`src/rtl/vga_draw_pkg.sv`:
```
// Shared frame-buffer geometry, fill FSM states and the rectangle command record
// for the VGA rectangle fill engine.
package vga_draw_pkg;

  localparam int FB_WIDTH      = 160;
  localparam int FB_HEIGHT     = 120;
  localparam int FB_COLOR_BITS = 9;

  typedef enum logic [0:0] {
    FILL_IDLE = 1'b0,
    FILL_DRAW = 1'b1
  } fill_state_t;

  typedef struct packed {
    logic                     clear;
    logic [7:0]               x;
    logic [6:0]               y;
    logic [7:0]               w;
    logic [6:0]               h;
    logic [FB_COLOR_BITS-1:0] color;
  } rect_cmd_t;

endpackage

```
`src/rtl/vga_rect_fill_engine_if.sv`:
```
// Command handshake plus pixel-write port of the rectangle fill engine.
// The processor side is the master; the engine is the slave.
interface vga_rect_fill_engine_if;

  logic        cmd_valid;
  logic        cmd_ready;
  logic        cmd_clear;
  logic [7:0]  cmd_x;
  logic [6:0]  cmd_y;
  logic [7:0]  cmd_w;
  logic [6:0]  cmd_h;
  logic [8:0]  cmd_color;
  logic        busy;
  logic        enable_draw;
  logic [31:0] draw_x;
  logic [31:0] draw_y;
  logic [31:0] draw_color;

  modport master (
    output cmd_valid, cmd_clear, cmd_x, cmd_y, cmd_w, cmd_h, cmd_color,
    input  cmd_ready, busy, enable_draw, draw_x, draw_y, draw_color
  );

  modport slave (
    input  cmd_valid, cmd_clear, cmd_x, cmd_y, cmd_w, cmd_h, cmd_color,
    output cmd_ready, busy, enable_draw, draw_x, draw_y, draw_color
  );

endinterface

```
`src/rtl/vga_rect_fill_engine.sv`:
```
// Rectangle-fill / screen-clear engine: one registered pixel write per clock, row-major.
// Optional VGA_FILL_CLIP_EN clamps rectangles to the 160x120 frame buffer at accept.
module vga_rect_fill_engine
  import vga_draw_pkg::*;
(
  input  logic                   Slow_Clock,
  input  logic                   Reset,
  vga_rect_fill_engine_if.slave  bus
);

  fill_state_t state_r;
  fill_state_t state_next_s;
  rect_cmd_t   cmd_s;

  logic                     accept_s;
  logic                     empty_s;
  logic                     last_pixel_s;
  logic [8:0]               x0_s;
  logic [8:0]               xend_s;
  logic [7:0]               y0_s;
  logic [7:0]               yend_s;
  logic [8:0]               x0_r;
  logic [8:0]               xend_r;
  logic [8:0]               cur_x_r;
  logic [7:0]               yend_r;
  logic [7:0]               cur_y_r;
  logic [FB_COLOR_BITS-1:0] color_r;
  logic                     enable_r;

  assign cmd_s = {bus.cmd_clear, bus.cmd_x, bus.cmd_y, bus.cmd_w, bus.cmd_h, bus.cmd_color};
  assign accept_s     = bus.cmd_valid && (state_r == FILL_IDLE);
  assign last_pixel_s = (cur_x_r == xend_r) && (cur_y_r == yend_r);

  // Rectangle bounds for the command on the bus (sums are widened so they never wrap)
  always_comb begin
    x0_s    = 9'd0;
    y0_s    = 8'd0;
    xend_s  = 9'(FB_WIDTH - 1);
    yend_s  = 8'(FB_HEIGHT - 1);
    empty_s = 1'b0;
    if (cmd_s.clear) begin
      x0_s    = 9'd0;
      y0_s    = 8'd0;
      xend_s  = 9'(FB_WIDTH - 1);
      yend_s  = 8'(FB_HEIGHT - 1);
      empty_s = 1'b0;
    end else begin
      x0_s    = {1'b0, cmd_s.x};
      y0_s    = {1'b0, cmd_s.y};
      xend_s  = x0_s + {1'b0, cmd_s.w} - 9'd1;
      yend_s  = y0_s + {1'b0, cmd_s.h} - 8'd1;
      empty_s = (cmd_s.w == 8'd0) || (cmd_s.h == 7'd0);
`ifdef VGA_FILL_CLIP_EN
      if ((x0_s >= 9'(FB_WIDTH)) || (y0_s >= 8'(FB_HEIGHT))) begin
        empty_s = 1'b1;
      end else begin
        empty_s = empty_s;
      end
      if (xend_s > 9'(FB_WIDTH - 1)) begin
        xend_s = 9'(FB_WIDTH - 1);
      end else begin
        xend_s = xend_s;
      end
      if (yend_s > 8'(FB_HEIGHT - 1)) begin
        yend_s = 8'(FB_HEIGHT - 1);
      end else begin
        yend_s = yend_s;
      end
`else
      empty_s = empty_s;
`endif
    end
  end

  // FSM state register
  always_ff @(posedge Slow_Clock) begin
    if (Reset) begin
      state_r <= FILL_IDLE;
    end else begin
      state_r <= state_next_s;
    end
  end

  // FSM next state: empty commands are consumed without leaving IDLE
  always_comb begin
    state_next_s = FILL_IDLE;
    case (state_r)
      FILL_IDLE: begin
        if (accept_s && !empty_s) begin
          state_next_s = FILL_DRAW;
        end else begin
          state_next_s = FILL_IDLE;
        end
      end
      FILL_DRAW: begin
        if (last_pixel_s) begin
          state_next_s = FILL_IDLE;
        end else begin
          state_next_s = FILL_DRAW;
        end
      end
      default: state_next_s = FILL_IDLE;
    endcase
  end

  // Pixel walker: latch bounds on accept, then step row-major to (xend, yend)
  always_ff @(posedge Slow_Clock) begin
    if (Reset) begin
      x0_r     <= 9'd0;
      xend_r   <= 9'd0;
      yend_r   <= 8'd0;
      cur_x_r  <= 9'd0;
      cur_y_r  <= 8'd0;
      color_r  <= '0;
      enable_r <= 1'b0;
    end else begin
      case (state_r)
        FILL_IDLE: begin
          if (accept_s && !empty_s) begin
            x0_r     <= x0_s;
            xend_r   <= xend_s;
            yend_r   <= yend_s;
            cur_x_r  <= x0_s;
            cur_y_r  <= y0_s;
            color_r  <= cmd_s.color;
            enable_r <= 1'b1;
          end else begin
            enable_r <= 1'b0;
          end
        end
        FILL_DRAW: begin
          if (last_pixel_s) begin
            enable_r <= 1'b0;
          end else if (cur_x_r == xend_r) begin
            cur_x_r  <= x0_r;
            cur_y_r  <= cur_y_r + 8'd1;
            enable_r <= 1'b1;
          end else begin
            cur_x_r  <= cur_x_r + 9'd1;
            enable_r <= 1'b1;
          end
        end
        default: enable_r <= 1'b0;
      endcase
    end
  end

  // FSM outputs and zero-extended pixel port
  always_comb begin
    bus.cmd_ready   = 1'b0;
    bus.busy        = 1'b0;
    case (state_r)
      FILL_IDLE: begin
        bus.cmd_ready = 1'b1;
        bus.busy      = 1'b0;
      end
      FILL_DRAW: begin
        bus.cmd_ready = 1'b0;
        bus.busy      = 1'b1;
      end
      default: begin
        bus.cmd_ready = 1'b0;
        bus.busy      = 1'b0;
      end
    endcase
    bus.enable_draw = enable_r;
    bus.draw_x      = {23'd0, cur_x_r};
    bus.draw_y      = {24'd0, cur_y_r};
    bus.draw_color  = {{(32 - FB_COLOR_BITS){1'b0}}, color_r};
  end

endmodule

```
`src/flat_wrapper.sv`:
```
// flat-port wrapper written by rule: the top's interface ports become plain ports
module vga_rect_fill_engine_flat import vga_draw_pkg::*;
  (Slow_Clock, Reset, bus_cmd_valid, bus_cmd_clear, bus_cmd_x, bus_cmd_y, bus_cmd_w, bus_cmd_h, bus_cmd_color, bus_cmd_ready, bus_busy, bus_enable_draw, bus_draw_x, bus_draw_y, bus_draw_color);
  vga_rect_fill_engine_if bus_i ();
  input  logic Slow_Clock;
  input  logic Reset;
  input wire logic [$bits(bus_i.cmd_valid)-1:0] bus_cmd_valid;
  input wire logic [$bits(bus_i.cmd_clear)-1:0] bus_cmd_clear;
  input wire logic [$bits(bus_i.cmd_x)-1:0] bus_cmd_x;
  input wire logic [$bits(bus_i.cmd_y)-1:0] bus_cmd_y;
  input wire logic [$bits(bus_i.cmd_w)-1:0] bus_cmd_w;
  input wire logic [$bits(bus_i.cmd_h)-1:0] bus_cmd_h;
  input wire logic [$bits(bus_i.cmd_color)-1:0] bus_cmd_color;
  output wire logic [$bits(bus_i.cmd_ready)-1:0] bus_cmd_ready;
  output wire logic [$bits(bus_i.busy)-1:0] bus_busy;
  output wire logic [$bits(bus_i.enable_draw)-1:0] bus_enable_draw;
  output wire logic [$bits(bus_i.draw_x)-1:0] bus_draw_x;
  output wire logic [$bits(bus_i.draw_y)-1:0] bus_draw_y;
  output wire logic [$bits(bus_i.draw_color)-1:0] bus_draw_color;
  assign bus_i.cmd_valid = bus_cmd_valid;
  assign bus_i.cmd_clear = bus_cmd_clear;
  assign bus_i.cmd_x = bus_cmd_x;
  assign bus_i.cmd_y = bus_cmd_y;
  assign bus_i.cmd_w = bus_cmd_w;
  assign bus_i.cmd_h = bus_cmd_h;
  assign bus_i.cmd_color = bus_cmd_color;
  assign bus_cmd_ready = bus_i.cmd_ready;
  assign bus_busy = bus_i.busy;
  assign bus_enable_draw = bus_i.enable_draw;
  assign bus_draw_x = bus_i.draw_x;
  assign bus_draw_y = bus_i.draw_y;
  assign bus_draw_color = bus_i.draw_color;
  vga_rect_fill_engine u_core (.Slow_Clock(Slow_Clock), .Reset(Reset), .bus(bus_i));
endmodule
```
`config.mk`:
```
export PLATFORM = sky130hd
export DESIGN_NAME = vga_rect_fill_engine_flat
export DESIGN_NICKNAME = d
export VERILOG_FILES = /design/src/rtl/vga_draw_pkg.sv /design/src/rtl/vga_rect_fill_engine_if.sv /design/src/rtl/vga_rect_fill_engine.sv /design/src/flat_wrapper.sv
export SDC_FILE = /design/constraint.sdc
export NUM_CORES = 1
export LEC_CHECK = 0
export BUFFER_PORTS_ARGS = -buffer_cell sky130_fd_sc_hd__clkbuf_2
export CORE_MARGIN = 1.5
export CORE_UTILIZATION = 55
export CTS_CLUSTER_SIZE = 25
export DETAILED_ROUTE_END_ITERATION = 7
export PLACE_DENSITY = 0.87
export SLEW_MARGIN = 20
export SYNTH_ARGS = -nofsm -noshare
export SYNTH_HDL_FRONTEND = slang
export SYNTH_SLANG_ARGS = --single-unit
```
`constraint.sdc`:
```
create_clock -name Slow_Clock -period 4.35 [get_ports Slow_Clock]
set_input_delay 0.2175 -clock Slow_Clock [delete_from_list [all_inputs] [get_ports Slow_Clock]]
set_output_delay 0.2175 -clock Slow_Clock [all_outputs]
set_load 0.05 [all_outputs]
```
After elaboration in Yosys (flattened, before gate mapping)
Cells that the tools add are included.
{"block": "op_classes", "addsub": 6, "mul": 0, "div": 0, "order_cmp": 0, "n_eq_ne": 5, "shifts": 0, "mux": 18, "bitwise": 1, "n_reduce_logical": 10}
{"operator": "2-to-1 mux 8 bit", "count": 5}
{"operator": "2-to-1 mux 9 bit", "count": 4}
{"operator": "one-hot mux 9 bit (2 select lines)", "count": 1}
{"operator": "one-hot mux 8 bit (2 select lines)", "count": 1}
{"operator": "adder 8 x 8 -> 9 bit", "count": 1}
{"operator": "adder 9 x 1 -> 9 bit, second input constant", "count": 1}
{"operator": "== test 9 bit", "count": 1}
{"operator": "subtractor 9 x 1 -> 9 bit, second input constant", "count": 1}
{"operator": "adder 7 x 7 -> 8 bit", "count": 1}
{"operator": "adder 8 x 1 -> 8 bit, second input constant", "count": 1}
{"operator": "== test 8 bit", "count": 1}
{"operator": "logical NOT 8 bit", "count": 1}
{"operator": "subtractor 8 x 1 -> 8 bit, second input constant", "count": 1}
{"operator": "logical NOT 7 bit", "count": 1}
{"operator": "2-to-1 mux 7 bit", "count": 1}
{"operator": "!= test 2 bit, second input constant", "count": 3}
{"operator": "one-hot mux 1 bit (2 select lines)", "count": 3}
{"operator": "AND reduction 2 bit", "count": 2}
{"operator": "logical AND 1 bit", "count": 3}
{"operator": "2-to-1 mux 1 bit", "count": 3}
{"operator": "AND reduction 3 bit", "count": 1}
{"operator": "logical NOT 1 bit", "count": 1}
{"operator": "logical OR 1 bit", "count": 1}
{"operator": "NOT 1 bit", "count": 1}
{"block": "word_totals", "reg_bits": 53, "latch_bits": 0, "ramBits": 0, "rom_bits": 0, "in_bits": 43, "out_inout_bits": 99, "elab_cells": 47, "n_memories": 0}

Logic depth before layout (Yosys ltp)
Gate-level depths: netlist of run 1.
{"block": "logic_depth", "ltp_word": 7, "ltp_mapped": 12}

Least setup slack after synthesis of run 1
Ideal clock, no wire load.
{"block": "synth_timing", "kind": "reg2reg", "from": "register u_core.cur_x_r[2]", "to": "register u_core.cur_x_r[6]", "setup_ns": 0.140, "arrival_ns": 2.043, "t_required_ns": 4.210, "setup_slack_ns": 2.168, "path_stages_with_launch": 9, "synth_period_minus_slack_ns": 2.182, "path_cell_list": "dfxtp_1 -> buf_6 -> xor2_1 -> nor4_2 -> and3_4 -> buf_6 -> mux2_2 -> a22oi_1 -> a211oi_1"}
{"block": "synth_between", "elab_chain_len": 4, "word_cells_on_any_way": 8}
{"element": "start, declared", "line": "vga_rect_fill_engine.sv:24", "text": "logic [8:0] cur_x_r;"}
{"element": "start signal, assigned", "line": "vga_rect_fill_engine.sv:123", "text": "cur_x_r <= x0_s;"}
{"element": "start signal, assigned", "line": "vga_rect_fill_engine.sv:135", "text": "cur_x_r <= x0_r;"}
{"element": "start signal, assigned", "line": "vga_rect_fill_engine.sv:139", "text": "cur_x_r <= cur_x_r + 9'd1;"}
{"element": "adder 9 x 1 -> 9 bit / == test 9 bit (equally long branches)", "line": "vga_rect_fill_engine.sv:139, vga_rect_fill_engine.sv:32, vga_rect_fill_engine.sv:134"}
{"element": "2-to-1 mux 9 bit / logical AND 1 bit (equally long branches)", "line": "vga_rect_fill_engine.sv:134, vga_rect_fill_engine.sv:32"}
{"element": "2-to-1 mux 9 bit / != test 2 bit (equally long branches)"}
{"element": "one-hot mux 9 bit (2 select lines) / AND reduction 2 bit (equally long branches)"}
Several ways; a longest one is shown, not always the timed one. The select of a mux whose other input is x is not followed.
A chain may end at the register's enable or synchronous reset.

==> results of run 1 <==
==> power breakdown <==
group	internal [uW]	total (uW)	switching, uW
clock	127	283	155
combinational	151	530	379
sequential	509	555	45.4
total	787	1370	580
==> registers in the layout, indices dropped and copies added, names as in the netlist <==
register / count
u_core.x0_r: 8
u_core.cur_x_r: 9
u_core.cur_y_r: 8
u_core.bus.enable_draw: 1
u_core.color_r: 9
u_core.yend_r: 8
u_core.xend_r: 9
==> worst min path at each step <==
stage | startpoint | endpoint | slack [ps]
2_1_floorplan | bus_cmd_y[0] | u_core.cur_y_r[0]$_SDFFE_PP0P_ | 350
3_3_place_gp | u_core.color_r[2]$_SDFFE_PP0P_ | u_core.color_r[2]$_SDFFE_PP0P_ | 440
3_5_place_dp | bus_cmd_color[2] | u_core.color_r[2]$_SDFFE_PP0P_ | 450
4_1_cts | bus_cmd_color[2] | u_core.color_r[2]$_SDFFE_PP0P_ | 110
5_1_grt | bus_cmd_color[2] | u_core.color_r[2]$_SDFFE_PP0P_ | 120
6_report | bus_cmd_color[5] | u_core.color_r[5]$_SDFFE_PP0P_ | 120
==> stage by stage <==
| step | instance area, um2 | util, % | hold WS (ps) | cells |
|---|---|---|---|---|
| after floorplan | 4210 | - | 353 | 565 |
| after global routing | 4130 | 60.2 | 117 | 648 |
| after global placement | 4040 | 58.8 | 444 | 641 |
| final | 4130 | 60.2 | 118 | 648 |
| after CTS | 4130 | 60.2 | 112 | 648 |
| after detailed placement | 4040 | 58.8 | 447 | 641 |
==> worst min-delay path: stages <==
cell and delay, ps:
clkbuf_2 80, nand2_1 40, a21oi_1 50
==> cell type report <==
class	instances	area, um2	share of cell area [%]
clock buffer	6	82.6	2.00
tap	96	120	2.91
clock inverter	1	8.76	0.212
sequential	52	1040	25.2
multi-input combinational	357	2280	55.1
timing repair buffer	72	363	8.78
inverter	64	240	5.81
==> cell usage after synthesis (4+ instances only) <==
cell,instances
a211oi_1,9
ha_1,30
clkbuf_1,14
a21oi_1,23
a211oi_2,4
nor3_1,7
buf_4,72
a22oi_1,13
a32o_1,4
nor4_1,5
nand3_1,13
a221oi_1,5
inv_1,64
o22ai_1,7
dfxtp_1,52
o21ai_0,6
nand4_1,7
xnor2_1,11
nand2_1,32
xor2_1,22
nor2_1,43
==> kinds of logic (layout without fill, tap and decap cells) <==
group	count (synthesis)	count (layout)	share of synthesized area, %
buffers and inverters	156	143	22.5
AND/OR/NAND/NOR	125	125	15.0
AO/OA/AOI/OAI	93	93	17.1
flip-flops	52	52	26.4
XOR/XNOR	33	33	7.32
adder cells (fa/ha/maj)	32	32	10.5
multiplexers	4	4	1.11
other	1	70	0.0950
==> per-layer routing <==
metal	global-route usage, %	routed length (um)	vias up
met5	0	0	-
met4	8.80	186	0
met3	3.68	654	16
met2	40.8	4370	154
met1	29.2	3710	1574
li1	-	-	1653
==> flow_metrics.env, run 1 <==
export IMPL_status="finished, final reports clean"
export IMPL_max_slew_margin_pct=29.7
export IMPL_min_period_ps=2730
export IMPL_hold_viol=0
export IMPL_place_gp_congestion=0.895
export IMPL_grt_pass1_vias=3051
export IMPL_die_w_um=87.7
export IMPL_place_ws_ps=1750
export IMPL_start_kind="register"
export IMPL_grt_max_degree=52
export IMPL_finalCritPeriodShare_pct=62.8
export IMPL_ys_flop_type="dfxtp_1"
export IMPL_start_util_pct=57.5
export IMPL_clock_latency_ps=310
export IMPL_async_flop_share_pct=0
export IMPL_criticalPathCategory="register to register"
export IMPL_slowest_stage="dfxtp_1"
export IMPL_diodes=0
export IMPL_cp_depth=5
export IMPL_vias=3397
export IMPL_drt_vias_per_instance=5.24
export IMPL_synth_cell_types=54
export IMPL_cp_end_kind="register"
export IMPL_max_freq_ghz=0.366
export IMPL_skew_ps=10.9
export IMPL_rsz0062_at_grt="no"
export IMPL_nNetsFinal=627
export IMPL_synth_top_area_share_pct=26.4
export IMPL_reg2reg_from="u_core.bus.enable_draw$_SDFF_PP0_"
export IMPL_drt_pass1_iter_count=5
export IMPL_path_clk_slew_ps=100
export IMPL_io_buffers=71
export IMPL_drv_cap=0
export IMPL_hold_buffers=0
export IMPL_min_delay_path_depth=3
export IMPL_crit_end="u_core.cur_y_r[2]$_SDFFE_PP0P_"
export IMPL_synth_edf_count=0
export IMPL_clock_root_buffer="clkbuf_8"
export IMPL_worst_pin_slew_ps=1060
export IMPL_die_area_um2=7690
export IMPL_path_cells="inv_1, and4_1, a31oi_1, o21ai_0, a21oi_1"
export IMPL_ios=142
export IMPL_fillCellCount=657
export IMPL_cts_tree="built"
export IMPL_final_cell_mix="clkbuf_2, conb_1, inv_1"
export IMPL_final_common_cell="clkbuf_2"
export IMPL_r2r_cells=5
export IMPL_fp_dieH_um=87.7
export IMPL_grt_overflow_total=0
export IMPL_drc_errors=0
export IMPL_path_max_fanout=24
export IMPL_grt_usage_pct=23.5
export IMPL_cp_arrival_ps=2950
export IMPL_wirelength_mm=8.91
export IMPL_cts_buffers=5
export IMPL_p_per_area_nw_per_um2=331
export IMPL_coreArea_um2=6870
export IMPL_crit_family="flip-flops"
export IMPL_layout_setup_ws_ps=1620
export IMPL_clk_path_buf_depth=2
export IMPL_cp_num_buf_inv=1
export IMPL_grt_antenna_before_repair=0
export IMPL_crit_start="u_core.bus.enable_draw$_SDFF_PP0_"
export IMPL_area_growth_pct=4.69
export IMPL_netlist_area_um2=3950
export IMPL_synth_avg_cell_area_um2=7.96
export IMPL_detail_route_antenna_nets=0
export IMPL_rows=30
export IMPL_drt_initial_drc_count=198
export IMPL_timing_rr_end="u_core.cur_y_r[2]$_SDFFE_PP0P_"
export IMPL_grt_pass1_wl_mm=14.2
export IMPL_routedWlPerCell_um=13.8
export IMPL_cellLeakagePower_uw=0.00211
export IMPL_tns_ps=0
export IMPL_critPathRequiredTime_ps=4570
export IMPL_totalPowerFinal_uw=1370
export IMPL_dpl_hpwl_mm=6.91
export IMPL_syn_inst=496
export IMPL_clkSinkCount=52
export IMPL_r2r_setup_slack_ps=1620
export IMPL_post_cts_setup_buffers=0
export IMPL_max_stage_delay_ps=890
export IMPL_cts_resized=0
export IMPL_ys_top_cells_by_area="dfxtp_1, buf_4, ha_1, inv_1, xor2_1"
export IMPL_ir_drop_mv=0.147
export IMPL_htreeDepth=2
export IMPL_final_layout_size_suffix_gt1_share_pct=17.2
export IMPL_setup_viol=0
export IMPL_seq_area_frac_synth_pct=26.4
export IMPL_synth_seq_cells=52
export IMPL_maxSlewViolCount=0
export IMPL_yosysTopAreaCell="dfxtp_1"
export IMPL_yosysWarnings=0
export IMPL_hold_class="input port to register"
No activity file was read; power rests on OpenSTA's default activity.
==> run 2: changes to the inputs <==
--- a/config.mk
+++ b/config.mk
@@ -7,10 +7,10 @@
 export LEC_CHECK = 0
 export BUFFER_PORTS_ARGS = -buffer_cell sky130_fd_sc_hd__clkbuf_2
 export CORE_MARGIN = 1.5
-export CORE_UTILIZATION = 55
+export CORE_UTILIZATION = 46
 export CTS_CLUSTER_SIZE = 25
 export DETAILED_ROUTE_END_ITERATION = 7
-export PLACE_DENSITY = 0.87
+export PLACE_DENSITY = 0.78
 export SLEW_MARGIN = 20
 export SYNTH_ARGS = -nofsm -noshare
 export SYNTH_HDL_FRONTEND = slang
==> constraint.sdc (replaced) <==
create_clock -name Slow_Clock -period 2.2 [get_ports Slow_Clock]
set_input_delay 0.11 -clock Slow_Clock [delete_from_list [all_inputs] [get_ports Slow_Clock]]
set_output_delay 0.11 -clock Slow_Clock [all_outputs]
set_load 0.05 [all_outputs]
==> flow_metrics.env, run 2 (synthesized netlist as in run 1, its figures left out) <==
export IMPL_comb_power_share_pct=40.8
export IMPL_start_util_pct=47.8
export IMPL_grt_usage_pct=20.2
export IMPL_drv_cap=0
export IMPL_skew_ps=15.1
export IMPL_place_ws_ps=-32.3
export IMPL_top_regs="u_core.color_r (9), u_core.cur_x_r (9), u_core.xend_r (9)"
export IMPL_clock_power_share_pct=20.0
export IMPL_ir_drop_mv=0.333
export IMPL_worst_pin_slew_ps=638
export IMPL_nNetsFinal=643
export IMPL_hold_viol=0
export IMPL_tns_ps=0
export IMPL_p_switching_uw=1160
export IMPL_criticalPathCategory="register to register"
export IMPL_routedWlPerCell_um=13.7
export IMPL_detail_route_antenna_nets=0
export IMPL_rows=33
export IMPL_maxSlewViolCount=0
export IMPL_wirelength_mm=9.21
export IMPL_cellLeakagePower_uw=0.00219
export IMPL_grt_pass1_wl_mm=14.6
export IMPL_dpl_cell_count=666
export IMPL_place_gp_congestion=0.856
export IMPL_status="finished, final reports clean"
export IMPL_critPathRequiredTime_ps=2370
export IMPL_setup_viol=0
export IMPL_vias=3423
export IMPL_die_area_um2=9150
export IMPL_cts_resized=0
export IMPL_p_per_area_nw_per_um2=640
export IMPL_layout_setup_ws_ps=196
export IMPL_final_common_cell="clkbuf_2"
export IMPL_drt_initial_drc_count=165
export IMPL_place_area_um2=4190
export IMPL_ios=142
export IMPL_diodes=0
export IMPL_register_area_um2=1040
export IMPL_fillCellCount=805
export IMPL_cts_tree="built"
export IMPL_p_int_uw=1570
export IMPL_grt_max_degree=36
export IMPL_min_period_ps=2000
export IMPL_final_cell_mix="clkbuf_2, conb_1, inv_1"
export IMPL_clk_path_buf_depth=2
export IMPL_path_clk_slew_ps=100
export IMPL_rsz0062_at_grt="no"
export IMPL_cp_arrival_ps=2170
export IMPL_die_w_um=95.6
export IMPL_area_growth_pct=8.21
export IMPL_grt_overflow_total=0
export IMPL_seqPwrFrac_pct=39.2
export IMPL_htreeDepth=2
export IMPL_clock_latency_ps=310
export IMPL_hold_buffers=0
export IMPL_max_freq_ghz=0.499
export IMPL_cts_buffers=5
export IMPL_drt_pass1_iter_count=5
export IMPL_grt_pass1_vias=3170
export IMPL_drt_vias_per_instance=5.08
export IMPL_drc_errors=0
export IMPL_whs_ps=10.2
export IMPL_start_kind="register"
export IMPL_path_max_fanout=16
export IMPL_multi_input_area_um2=2280
export IMPL_final_cell_count_no_fill=674
export IMPL_grt_antenna_before_repair=0
export IMPL_hold_class="input port to register"
export IMPL_clkSinkCount=52
export IMPL_finalCritPeriodShare_pct=91.1
export IMPL_min_delay_path_depth=3
export IMPL_clock_root_buffer="clkbuf_8"
export IMPL_switching_share_pct=42.6
export IMPL_fin_area_um2=4270
export IMPL_fp_dieH_um=95.6
export IMPL_coreArea_um2=8260
export IMPL_max_slew_margin_pct=57.5
export IMPL_final_layout_size_suffix_gt1_share_pct=19.5
export IMPL_dpl_hpwl_mm=7.31
export IMPL_post_cts_setup_buffers=0
export IMPL_r2r_cells=6
export IMPL_io_buffers=71
export IMPL_cp_end_kind="register"
run 2: stage by stage:
stage	utilization, %	total power (uW)
3_5_place_dp	50.7	2200
6_report	51.7	2730
3_3_place_gp	50.7	2170
5_1_grt	51.7	2890
4_1_cts	51.7	2750
2_1_floorplan	-	2060
run 2: layout make-up:
class	instances	area share, %
inverters	64	5.62
clock inverters	2	0.322
well taps	105	3.08
repair buffers	88	11.6
flip-flops and latches	52	24.4
clock buffers	6	1.70
multi-input cells	357	53.3
run 2: final timing paths:
check | from | end | slack, ps
hold reg to reg | u_core.color_r[4]$_SDFFE_PP0P_ | u_core.color_r[4]$_SDFFE_PP0P_ | 460
setup reg to reg | u_core.cur_x_r[7]$_SDFFE_PP0P_ | u_core.cur_x_r[7]$_SDFFE_PP0P_ | 200
setup / recovery | u_core.cur_x_r[7]$_SDFFE_PP0P_ | u_core.cur_x_r[7]$_SDFFE_PP0P_ | 200
hold / removal | bus_cmd_color[7] | u_core.color_r[7]$_SDFFE_PP0P_ | 10
run 2: routing by layer:
layer	share of wire, %	track usage, %	vias to the layer above
li1	-	-	1676
met1	41	24.3	1608
met5	0	0	-
met2	51	36.3	126
met4	1.4	5.51	0
met3	6.5	3.91	13
run 2: power by group through the flow:
| stage | logic [uW] | clock network (uW) | registers, uW |
|---|---|---|---|
| 2_1_floorplan | 864 | 0 | 1200 |
| 3_3_place_gp | 1080 | 0 | 1090 |
| 3_5_place_dp | 1110 | 0 | 1090 |
| 4_1_cts | 1110 | 565 | 1070 |
| 5_1_grt | 1210 | 600 | 1080 |
| 6_report | 1110 | 548 | 1070 |
run 2: critical path: stages (launching register included):
cell      delay (ps)
dfxtp_1          340
xor2_1           170
nor4_2           390
and3_4           390
mux2_2           360
a22oi_1          150
a211oi_1          90
